## src/rtl/vdf_a3_pkg.sv

```systemverilog
// ----------------------------------------------------------------------------
// vdf_a3_pkg
// Shared definitions for the 1-1-0-1 serial pattern detector.
//   vdf_a3_state_t     : detector state, 3-bit binary encoding
//   VDF_A3_PATTERN     : the detected pattern, first-received bit in the MSB
//   vdf_a3_next_state  : transition function of the detector
// ----------------------------------------------------------------------------
package vdf_a3_pkg;

    typedef enum logic [2:0] {
        S_IDLE = 3'd0,  // nothing matched
        S_1    = 3'd1,  // "1" matched
        S_11   = 3'd2,  // "11" matched
        S_110  = 3'd3,  // "110" matched
        S_HIT  = 3'd4   // "1101" matched
    } vdf_a3_state_t;

    localparam logic [3:0] VDF_A3_PATTERN = 4'b1101;

    // Transition function. Any encoding outside the five legal states
    // falls back to S_IDLE so a corrupted register recovers in one edge.
    function automatic vdf_a3_state_t vdf_a3_next_state(
        input vdf_a3_state_t cur,
        input logic          bit_in
    );
        vdf_a3_state_t nxt;
        nxt = S_IDLE;
        case (cur)
            S_IDLE:  nxt = bit_in ? S_1    : S_IDLE;
            S_1:     nxt = bit_in ? S_11   : S_IDLE;
            // A run of ones keeps the last two ones as the prefix "11".
            S_11:    nxt = bit_in ? S_11   : S_110;
            S_110:   nxt = bit_in ? S_HIT  : S_IDLE;
            // The trailing "1" of a hit plus a new "1" is already "11".
            S_HIT:   nxt = bit_in ? S_11   : S_IDLE;
            default: nxt = S_IDLE;
        endcase
        return nxt;
    endfunction

endpackage

```

## src/rtl/vdf_a3_fsm.sv

```systemverilog
// ----------------------------------------------------------------------------
// vdf_a3_fsm
// Moore detector for the serial pattern 1-1-0-1 (oldest bit first), with
// overlapping matches. data_out is high for one cycle after the fourth
// pattern bit is sampled.
// Ports:
//   clk      : single clock, rising edge
//   reset    : synchronous, active-low reset
//   data_in  : serial data bit, sampled each rising edge
//   data_out : registered detection flag, high only while in S_HIT
// ----------------------------------------------------------------------------
module vdf_a3_fsm
    import vdf_a3_pkg::*;
(
    input  logic clk,
    input  logic reset,
    input  logic data_in,
    output logic data_out
);

    vdf_a3_state_t state_r;
    vdf_a3_state_t next_state_s;
    logic          data_out_r;

    assign next_state_s = vdf_a3_next_state(state_r, data_in);

    // State register and flag register; the flag is loaded with the decode
    // of the state being entered, so it always equals (state_r == S_HIT)
    // and data_in never reaches data_out combinationally.
    always_ff @(posedge clk) begin
        if (!reset) begin
            state_r    <= S_IDLE;
            data_out_r <= 1'b0;
        end else begin
            state_r    <= next_state_s;
            data_out_r <= (next_state_s == S_HIT);
        end
    end

    assign data_out = data_out_r;

endmodule

```

## config.mk

```make
export PLATFORM = sky130hd
export DESIGN_NAME = vdf_a3_fsm
export DESIGN_NICKNAME = d
export VERILOG_FILES = /design/src/rtl/vdf_a3_pkg.sv /design/src/rtl/vdf_a3_fsm.sv
export SDC_FILE = /design/constraint.sdc
export NUM_CORES = 1
export LEC_CHECK = 0
export BUFFER_PORTS_ARGS = -buffer_cell sky130_fd_sc_hd__buf_2
export CORE_AREA = 3 3 40 42
export CTS_CLUSTER_DIAMETER = 80
export CTS_CLUSTER_SIZE = 16
export DETAILED_ROUTE_END_ITERATION = 6
export DIE_AREA = 0 0 43 45
export GPL_ROUTABILITY_DRIVEN = 0
export SYNTH_ARGS = -nofsm -noshare
export SYNTH_HDL_FRONTEND = slang
export SYNTH_SLANG_ARGS = --single-unit
```

## constraint.sdc

```tcl
create_clock -name clk -period 1.15 [get_ports clk]
set_input_delay 0.23 -clock clk [delete_from_list [all_inputs] [get_ports clk]]
set_output_delay 0.23 -clock clk [all_outputs]
set_load 0.01 [all_outputs]
```

==> flow_metrics.env <==
export IMPL_antenna_found_initial=0
export IMPL_busiest_layer="met4"
export IMPL_final_cells=35
export IMPL_syn_area_sq_um=144
export IMPL_final_antenna_net_count=0
export IMPL_multiInputGateArea_sq_um=63.8
export IMPL_postCtsSetupBuffers=0
export IMPL_insertion_delay_ns=0.23
export IMPL_routed_wl_microns=268
export IMPL_post_dp_cell_area_sq_um=178
export IMPL_cts_num_sinks=4
export IMPL_cp_end_kind="output port"
export IMPL_maxCapViolations=0
export IMPL_hold_viol_final=0
export IMPL_fill_cells=145
export IMPL_worst_slack_ns=0.278
export IMPL_fin_crit_ns=0.872
export IMPL_leakage_nw=0.0873
export IMPL_post_place_ws_ns=0.269
export IMPL_cts_tree="yes"
export IMPL_crit_path_max_fanout=1
export IMPL_final_common_cell="dfxtp_1"
export IMPL_synthMuxAreaShare_pct=0
export IMPL_drc_errors=0
export IMPL_grtUsageMet1_pct=3.86
export IMPL_critical_path_startpoint="data_out"
export IMPL_synth_seq_cells=4
export IMPL_synth_cell_types=9
export IMPL_synth_top_family_by_area="simple AND/OR/NAND/NOR gates"
export IMPL_worst_ep_arrival_time_ns=0.64
export IMPL_final_util_pct=15.6
export IMPL_ios=4
export IMPL_die_w_microns=43
export IMPL_synth_compound_area_share_pct=6.96
export IMPL_grt_total_usage_pct=4.66
export IMPL_clk_pin_slew_worst_paths_ns=0.04
export IMPL_cts_made_buffers=3
export IMPL_reg2reg_slack_ns=0.28
export IMPL_grt_pass1_vias=128
export IMPL_grt_pass1_wl_microns=531
export IMPL_syn_area_per_cell_sq_um=10.3
export IMPL_fin_crit_sh_pct=75.8
export IMPL_synth_xor_area_share_pct=12.2
export IMPL_core_area_sq_mm=0.00128
export IMPL_hold_path_class="input pin to flip-flop"
export IMPL_cts_buffer_depth=2
export IMPL_viasPerCell=3.29
export IMPL_holdWs_ns=0.286
export IMPL_syn_to_final_growth_pct=39.1
export IMPL_rows=13
export IMPL_htreeDepth=1
export IMPL_final_setup_viol_count=0
export IMPL_cts_hold_buf=0
export IMPL_grt_overflow_total=0
export IMPL_slowest_stage="dfxtp_1"
export IMPL_via_count=115
export IMPL_rsz0062_at_grt="no"
export IMPL_clock_fmax_mhz=1150
export IMPL_rr_startpoint="state_r[1]"
export IMPL_crit_type="flip-flop to output port"
export IMPL_rr_worst_depth=2
export IMPL_portBuffers=3
export IMPL_placed_cells=32
export IMPL_critPathTopFamily="flip-flops"
export IMPL_synthAdderAreaFrac_pct=0
export IMPL_skew_ns=0.00242
export IMPL_outcome="completed"
export IMPL_finalPower_mw=0.342
export IMPL_endpoint="data_out"
export IMPL_syn_nets=17
export IMPL_power_density_mw_per_mm2=1710
export IMPL_slew_headroom_pct=89.8
export IMPL_grt_use_met3_pct=4.78
export IMPL_worstPathRequired_ns=0.92
export IMPL_synth_top_area_share_pct=55.7
export IMPL_r2r_end="state_r[1]"
export IMPL_drive_gt1_share_pct=30.0
export IMPL_yosysTopAreaCell="dfxtp_1"
export IMPL_layout_nets=25
export IMPL_vdd_drop_max_uv=318
export IMPL_yosysWarnings=0
export IMPL_setup_tns_ns=0
export IMPL_max_stage_delay_ns=0.29
export IMPL_grt_max_degree=5
export IMPL_final_cell_mix="dfxtp_1 (4), nor2_1 (3), clkbuf_4 (3), buf_2 (3)"
export IMPL_cts_resized=0
export IMPL_dieArea_sq_mm=0.00194
export IMPL_path_buf_inv=1
export IMPL_critPathLaunchType="flip-flop"
export IMPL_worstPathCellList="buf_2"
export IMPL_seqCellArea_sq_um=80.1
export IMPL_design_area_sq_um=200
export IMPL_syn_inst=14
export IMPL_synthSimpleGateAreaFrac_pct=25.2
export IMPL_drt_iter0_drc=4
export IMPL_avgRoutedWirePerCell_microns=7.66
export IMPL_cts_root_buf="clkbuf_4"
export IMPL_cp_depth=1
export IMPL_slew_viol_final=0
export IMPL_use_met2_pct=4.79
export IMPL_n_antenna_cell=0
export IMPL_firstDrtPassIters=3
export IMPL_start_util_pct=11.2
export IMPL_yosysSeqAreaShare_pct=55.7
export IMPL_worst_pin_slew_ns=0.152
export IMPL_synth_area_top_cells="dfxtp_1 (56%), nor2_1 (7.8%), a32o_1 (7.0%)"
export IMPL_dieHeight_microns=45
[cell usage after synthesis]
master,number
nand3_1,1
nor3_1,1
xor2_1,1
a32o_1,1
nand2b_1,1
nor2_1,3
xnor2_1,1
dfxtp_1,4
and3b_1,1
[worst min-delay path by stage]
stage                from         end  slack (ns)  depth (start not counted)
2_1_floorplan     data_in    data_out        0.38                          2
3_3_place_gp   state_r[0]  state_r[0]        0.48                          1
3_5_place_dp   state_r[0]  state_r[0]        0.49                          1
4_1_cts             reset  state_r[1]        0.28                          2
5_1_grt             reset  state_r[1]        0.29                          2
6_report            reset  state_r[1]        0.29                          2
[cells by family after synthesis]
group / after synthesis
flops: 4
xor+xnor: 2
compound gates: 1
simple gates: 7
[where the power goes]
group	switching, mW	total (mW)	internal, mW
Combinational	0.00954	0.0215	0.0120
Sequential	0.00580	0.151	0.146
Clock	0.0530	0.169	0.116
[layout make-up]
class	instances	share of cell area, %
well taps	15	9.38
repair buffers	3	7.50
flip-flops and latches	4	40.0
clock buffers	3	11.2
multi-input cells	10	31.9
[flip-flops by register name, summed over array words and instances (netlist names)]
register	cells
state_r	3
data_out	1
[per-layer routing]
layer  part of all wire (%)  vias up
li1                       -       62
met1                     42       50
met2                     47        3
met3                     10        0
met4                      0        0
met5                      0        -
Power figures use the tool's default switching activity.
